`config.mk`:
```
export PLATFORM = sky130hd
export DESIGN_NAME = uart_baud_scheduler_flat
export DESIGN_NICKNAME = d
export VERILOG_FILES = /design/src/rtl/uart_baud_scheduler_if.sv /design/src/rtl/uart_baud_scheduler.sv /design/src/flat_wrapper.sv
export SDC_FILE = /design/constraint.sdc
export NUM_CORES = 1
export LEC_CHECK = 0
export CORE_UTILIZATION = 48
export DETAILED_ROUTE_END_ITERATION = 8
export PLACE_DENSITY = 0.74
export SLEW_MARGIN = 20
export SYNTH_ARGS = -nofsm -noshare
export SYNTH_HDL_FRONTEND = slang
export SYNTH_SLANG_ARGS = --single-unit
export TNS_END_PERCENT = 100
```
`constraint.sdc`:
```
create_clock -name sys_clk -period 3 [get_ports sys_clk]
set_input_delay 0.6 -clock sys_clk [delete_from_list [all_inputs] [get_ports sys_clk]]
set_output_delay 0.6 -clock sys_clk [all_outputs]
set_load 0.02 [all_outputs]
```
`src/rtl/uart_baud_scheduler_if.sv`:
```
// Configuration handshake bundle for uart_baud_scheduler.
// master: the requester that proposes a new divisor.
// slave : the scheduler that accepts it and reports the outcome.
interface uart_baud_scheduler_if #(
    parameter int unsigned DIV_W = 16
);
    logic [DIV_W-1:0] cfg_div;
    logic             cfg_valid;
    logic             cfg_ready;
    logic             cfg_done;
    logic             cfg_err;
    logic             cfg_timeout;

    modport master (
        output cfg_div,
        output cfg_valid,
        input  cfg_ready,
        input  cfg_done,
        input  cfg_err,
        input  cfg_timeout
    );

    modport slave (
        input  cfg_div,
        input  cfg_valid,
        output cfg_ready,
        output cfg_done,
        output cfg_err,
        output cfg_timeout
    );
endinterface

```
`src/rtl/uart_baud_scheduler.sv`:
```
// Runtime baud-rate scheduler: derives the oversample tick and bit tick from a
// programmable divisor and swaps divisors only while both channels are idle,
// restarting the phase so no frame straddles two rates.
// Optional feature macro: UART_BAUD_TIMEOUT_EN adds a drain timer that forces
// the load after TIMEOUT_CYC cycles of waiting.
module uart_baud_scheduler #(
    parameter int unsigned DIV_W       = 16,
    parameter int unsigned OVS         = 16,
    parameter int unsigned DEFAULT_DIV = 78,
    parameter int unsigned TIMEOUT_CYC = 1048576
) (
    input  logic                 sys_clk,
    input  logic                 reset_n,
    uart_baud_scheduler_if.slave cfg,
    input  logic                 tx_busy,
    input  logic                 rx_busy,
    output logic                 drain_req,
    output logic                 os_tick,
    output logic                 bit_tick,
    output logic [DIV_W-1:0]     cur_div
);

    localparam int unsigned BIT_W = (OVS > 1) ? $clog2(OVS) : 1;

    typedef enum logic [1:0] {
        RUN,
        DRAIN,
        LOAD
    } state_t;

    state_t           state;
    logic [DIV_W-1:0] pend_div;
    logic [DIV_W-1:0] os_cnt;
    logic [DIV_W-1:0] os_last;
    logic [BIT_W-1:0] bit_cnt;
    logic             ready_q;
    logic             done_q;
    logic             err_q;
    logic             os_wrap;
    logic             bit_wrap;
    logic             idle;

`ifdef UART_BAUD_TIMEOUT_EN
    localparam int unsigned TO_W = $clog2(TIMEOUT_CYC + 1);

    logic [TO_W-1:0] drain_cnt;
    logic            to_pend;
    logic            timeout_q;

    assign cfg.cfg_timeout = timeout_q;
`else
    // No timer in this build; the comparison only keeps the parameter referenced.
    assign cfg.cfg_timeout = (TIMEOUT_CYC == 0) & 1'b0;
`endif

    assign cfg.cfg_ready = ready_q;
    assign cfg.cfg_done  = done_q;
    assign cfg.cfg_err   = err_q;

    // Wrap detection for the two tick counters and the combined idle condition.
    always_comb begin
        os_last  = cur_div - DIV_W'(1);
        os_wrap  = (os_cnt == os_last);
        bit_wrap = (bit_cnt == BIT_W'(OVS - 1));
        idle     = !tx_busy && !rx_busy;
    end

    // Tick generation plus the RUN/DRAIN/LOAD sequencer with registered outputs.
    always_ff @(posedge sys_clk or negedge reset_n) begin
        if (!reset_n) begin
            state     <= RUN;
            cur_div   <= DIV_W'(DEFAULT_DIV);
            pend_div  <= '0;
            os_cnt    <= '0;
            bit_cnt   <= '0;
            ready_q   <= 1'b1;
            drain_req <= 1'b0;
            os_tick   <= 1'b0;
            bit_tick  <= 1'b0;
            done_q    <= 1'b0;
            err_q     <= 1'b0;
`ifdef UART_BAUD_TIMEOUT_EN
            drain_cnt <= '0;
            to_pend   <= 1'b0;
            timeout_q <= 1'b0;
`endif
        end else begin
            os_tick  <= 1'b0;
            bit_tick <= 1'b0;
            done_q   <= 1'b0;
            err_q    <= 1'b0;
`ifdef UART_BAUD_TIMEOUT_EN
            timeout_q <= 1'b0;
`endif

            // The load cycle restarts the phase and swallows any wrap due now.
            if (state == LOAD) begin
                os_cnt  <= '0;
                bit_cnt <= '0;
            end else if (os_wrap) begin
                os_cnt  <= '0;
                os_tick <= 1'b1;
                if (bit_wrap) begin
                    bit_cnt  <= '0;
                    bit_tick <= 1'b1;
                end else begin
                    bit_cnt <= bit_cnt + BIT_W'(1);
                end
            end else begin
                os_cnt <= os_cnt + DIV_W'(1);
            end

            case (state)
                RUN: begin
                    if (cfg.cfg_valid && ready_q) begin
                        if (cfg.cfg_div < DIV_W'(2)) begin
                            err_q <= 1'b1;
                        end else begin
                            pend_div  <= cfg.cfg_div;
                            state     <= DRAIN;
                            ready_q   <= 1'b0;
                            drain_req <= 1'b1;
                        end
                    end
                end
                DRAIN: begin
`ifdef UART_BAUD_TIMEOUT_EN
                    if (idle) begin
                        state     <= LOAD;
                        drain_cnt <= '0;
                    end else if (drain_cnt == TO_W'(TIMEOUT_CYC - 1)) begin
                        state     <= LOAD;
                        drain_cnt <= '0;
                        to_pend   <= 1'b1;
                    end else begin
                        drain_cnt <= drain_cnt + TO_W'(1);
                    end
`else
                    if (idle) begin
                        state <= LOAD;
                    end
`endif
                end
                LOAD: begin
                    cur_div   <= pend_div;
                    done_q    <= 1'b1;
                    ready_q   <= 1'b1;
                    drain_req <= 1'b0;
                    state     <= RUN;
`ifdef UART_BAUD_TIMEOUT_EN
                    timeout_q <= to_pend;
                    to_pend   <= 1'b0;
`endif
                end
                default: begin
                    state <= RUN;
                end
            endcase
        end
    end

endmodule

```
`src/flat_wrapper.sv`:
```
// flat-port wrapper written by rule: the top's interface ports become plain ports
module uart_baud_scheduler_flat 
#(
    parameter int unsigned DIV_W       = 16,
    parameter int unsigned OVS         = 16,
    parameter int unsigned DEFAULT_DIV = 78,
    parameter int unsigned TIMEOUT_CYC = 1048576
)
  (sys_clk, reset_n, tx_busy, rx_busy, drain_req, os_tick, bit_tick, cur_div, cfg_cfg_div, cfg_cfg_valid, cfg_cfg_ready, cfg_cfg_done, cfg_cfg_err, cfg_cfg_timeout);
  uart_baud_scheduler_if #(.DIV_W(DIV_W)) cfg_i ();
  input  logic sys_clk;
  input  logic reset_n;
  input  logic tx_busy;
  input  logic rx_busy;
  output logic drain_req;
  output logic os_tick;
  output logic bit_tick;
  output logic [DIV_W-1:0] cur_div;
  input wire logic [$bits(cfg_i.cfg_div)-1:0] cfg_cfg_div;
  input wire logic [$bits(cfg_i.cfg_valid)-1:0] cfg_cfg_valid;
  output wire logic [$bits(cfg_i.cfg_ready)-1:0] cfg_cfg_ready;
  output wire logic [$bits(cfg_i.cfg_done)-1:0] cfg_cfg_done;
  output wire logic [$bits(cfg_i.cfg_err)-1:0] cfg_cfg_err;
  output wire logic [$bits(cfg_i.cfg_timeout)-1:0] cfg_cfg_timeout;
  assign cfg_i.cfg_div = cfg_cfg_div;
  assign cfg_i.cfg_valid = cfg_cfg_valid;
  assign cfg_cfg_ready = cfg_i.cfg_ready;
  assign cfg_cfg_done = cfg_i.cfg_done;
  assign cfg_cfg_err = cfg_i.cfg_err;
  assign cfg_cfg_timeout = cfg_i.cfg_timeout;
  uart_baud_scheduler #(.DIV_W(DIV_W), .OVS(OVS), .DEFAULT_DIV(DEFAULT_DIV), .TIMEOUT_CYC(TIMEOUT_CYC)) u_core (.sys_clk(sys_clk), .reset_n(reset_n), .cfg(cfg_i), .tx_busy(tx_busy), .rx_busy(rx_busy), .drain_req(drain_req), .os_tick(os_tick), .bit_tick(bit_tick), .cur_div(cur_div));
endmodule
```
==> run summary, run 1 <==
Sink Count = 60
Syn avg cell area = 10.1 um2
Core Rows = 29
Peak supply drop = 0.569 mV
DR vias = 2619
Fin crit share = 0.962
DRT iter0 DRCs = 129
Layout cells sized above 1 = 0.229
Dpl hpwl = 5170 um
Failing checks = DRC
Clk root buf = clkbuf_8
Final Max Slew Viols = 0
RSZ-0062 raised after global routing = no
Max Clock Freq = 347 MHz
Synthesized cell area = 3240 um2
Pwr dens = 1030 nW/um2
Synth top cells by count = 67 x nand2_1, 55 x dfrtp_1, 18 x xor2_1
Initial antenna violation count = 0
Placed Instances = 456
Critical Path RT = 3230 ps
Worst EP arrival = 3110 ps
Outcome = complete, but fails checks
First-pass GRT wire length = 11900 um
GRT overflow = 0
Critical-path top delay cell = or4_1
Die area = 7080 um2
Initial DRT Pass Iterations = 6
Clock slew at reported path FFs = 70 ps
Post-synth top area cell = dfrtp_1
# DRC = 2
Max-Slew Margin vs Limit = 0.550
Most common cell in the netlist = nand2_1
Peak fanout along the critical path = 3
Port Buffer Count = 42
Final std cells w/o fill = 475
Skew-Pair Late Insertion Delay = 340 ps
Largest net degree at the start of global routing = 38
Hold Slack = 231 ps
Top_reg_cell synth = dfrtp_1
Crit. End Element = register
Drt wl/cell = 14.8 um
Seq cells post-synth = 60
Final Setup Violations = 0
Tmin final = 2890 ps
Clock tree buffer depth = 2
Yosys cell types = 53
Post-synth EDFFs = 0
Min-Delay Path Class = in -> async
Crit path cell chain = inv_1, ha_1, or4b_4, or4_4, xor2_1, a211oi_2, buf_4, or4_1, a32o_1
Skew final = 5.65 ps
Initial cell density of the core = 0.504
Final ANT Viol Nets = 0
Count of final hold-check violations = 0
# diodes = 0
Share of the yosys chip area belonging to registers = 0.466
Number of global-route vias before repair = 2535
Core area = 6420 um2
Via/cell ratio = 5.51
Die Span Y = 84.1 um
FF-to-FF setup slack = 110 ps
CTS tree = done
Max_cap viols = 0
Num CTS Buffers = 9
Synth warn = 0
Worst-Margin Slew = 674 ps
Layout Nets = 417
Critical Path Max Stage Delay = 530 ps
Post-Syn Nets = 345
RePlAce Congestion = 0.949
Synth top area cells = dfrtp_1 43%, nand2_1 7.8%, mux2_2 5.6%
Final wirelength = 7030 um
Synthesis-to-layout area growth = 27.9%
Leakage power = 1.82 nW
Die X = 84.1 um
Critical path class = reg -> reg
H-tree Lvls = 3
Top-area cell type share of the netlist area = 0.425
# IOs = 44
Cells after Synth = 321
Asr flop ratio synth = 1.00
Critical path startpoint category = register
Total GRT Usage = 0.217
-- sequential cells by signal, summed over array words and instances, names as in the netlist --
name / cells
u_core.bit_tick: 1
u_core.cfg.cfg_ready: 1
u_core.bit_cnt: 4
u_core.cfg.cfg_done: 1
u_core.pend_div: 16
u_core.state: 2
u_core.os_cnt: 16
u_core.cfg.cfg_err: 1
u_core.drain_req: 1
u_core.os_tick: 1
u_core.cur_div: 16
-- stage by stage --
step	utilization	setup TNS, ps	area, um2	setup slack [ps]	power, W
after global placement	0.607	-776	3900	-139	0.00338
after CTS	0.644	0	4140	78.9	0.00427
final	0.645	0	4140	115	0.00427
after floorplan	-	0	3240	162	0.00261
after detailed placement	0.607	-1580	3900	-205	0.00344
after global routing	0.645	0	4140	10.6	0.00453
-- where the power goes --
group / total, W / internal, W / switching [W]
sequential: 0.00137 / 0.00113 / 0.000249
clock: 0.000816 / 0.000490 / 0.000326
combinational: 0.00208 / 0.00103 / 0.00105
total: 0.00427 / 0.00264 / 0.00163
-- placed cells by master (no fill, tap or decap), types with 5 or more instances in the layout --
master	instances
nor4_1	7
dfstp_2	5
nor2_1	11
nand3_1	9
or3_1	6
mux2_2	16
o21ai_0	7
inv_1	5
nor3_1	11
clkbuf_8	10
xor2_1	18
nand2_1	67
xnor2_1	14
buf_4	33
nor3_2	10
clkdlybuf4s50_1	41
dfrtp_1	55
nand4_1	11
-- cell type report --
type	count	area [um2]
Multi-Input combinational cell	242	1640
Inverter	5	18.8
Clock inverter	4	72.6
Sequential cell	60	1510
Timing Repair Buffer	75	663
Fill cell	521	2280
Tap cell	77	96.3
Clock buffer	12	145
-- logic make-up after synthesis --
kind of cell,Yosys count,share of synthesized area
compound gates,23,0.0518
buf+inv,19,0.0301
xor+xnor,32,0.0866
other cells,1,0.00116
simple gates,162,0.281
fa+ha+maj,3,0.0116
flops,60,0.466
mux,21,0.0726
-- worst paths after layout --
check,start,endpoint,depth (start not counted)
hold / removal,reset_n,u_core.cur_div[12]$_DFFE_PN0P_,1
setup / recovery,u_core.cur_div[0]$_DFFE_PN0P_,u_core.bit_cnt[3]$_DFFE_PN0P_,9
setup reg to reg,u_core.cur_div[0]$_DFFE_PN0P_,u_core.bit_cnt[3]$_DFFE_PN0P_,9
hold reg to reg,u_core.pend_div[12]$_DFFE_PN0P_,u_core.cur_div[12]$_DFFE_PN0P_,2
min in group sys_clk,u_core.pend_div[12]$_DFFE_PN0P_,u_core.cur_div[12]$_DFFE_PN0P_,2
max in group asynchronous,reset_n,u_core.cur_div[6]$_DFFE_PN1P_,2
-- critical path: cells and delay by family (launching register included) --
family,cells,cell delay [ps]
and+or+nand+nor,3,1440
AOI/OAI and AO/OA,2,390
DFF,1,380
buffers and inverters,2,240
xor gates and xnor gates,1,170
adders and majority gates,1,160
-- layer usage --
metal / vias up / share of wire / track usage / wire length, um
li1: 1277 / - / - / -
met1: 1253 / 0.45 / 0.282 / 3160
met2: 73 / 0.48 / 0.350 / 3380
met3: 16 / 0.044 / 0.0334 / 309
met4: 0 / 0.026 / 0.118 / 185
met5: - / 0 / 0 / 0
-- repair_timing --
item | 4_1_cts | 5_1_grt
setup endpoints to repair | 18 | 2
hold buffers | 0 | 0
resized for setup | 0 | 1
pin swaps | 1 | 0
buffers inserted | 3 | 0
Power figures use the tool's default switching activity.
==> inputs of run 2 (changes only) <==
--- a/config.mk
+++ b/config.mk
@@ -8,6 +8,7 @@
 export CORE_UTILIZATION = 48
 export DETAILED_ROUTE_END_ITERATION = 8
 export PLACE_DENSITY = 0.74
+export SKIP_LAST_GASP = 1
 export SLEW_MARGIN = 20
 export SYNTH_ARGS = -nofsm -noshare
 export SYNTH_HDL_FRONTEND = slang
==> results of run 2 <==
Final layout, timing and power as in run 1 (identical DEF).
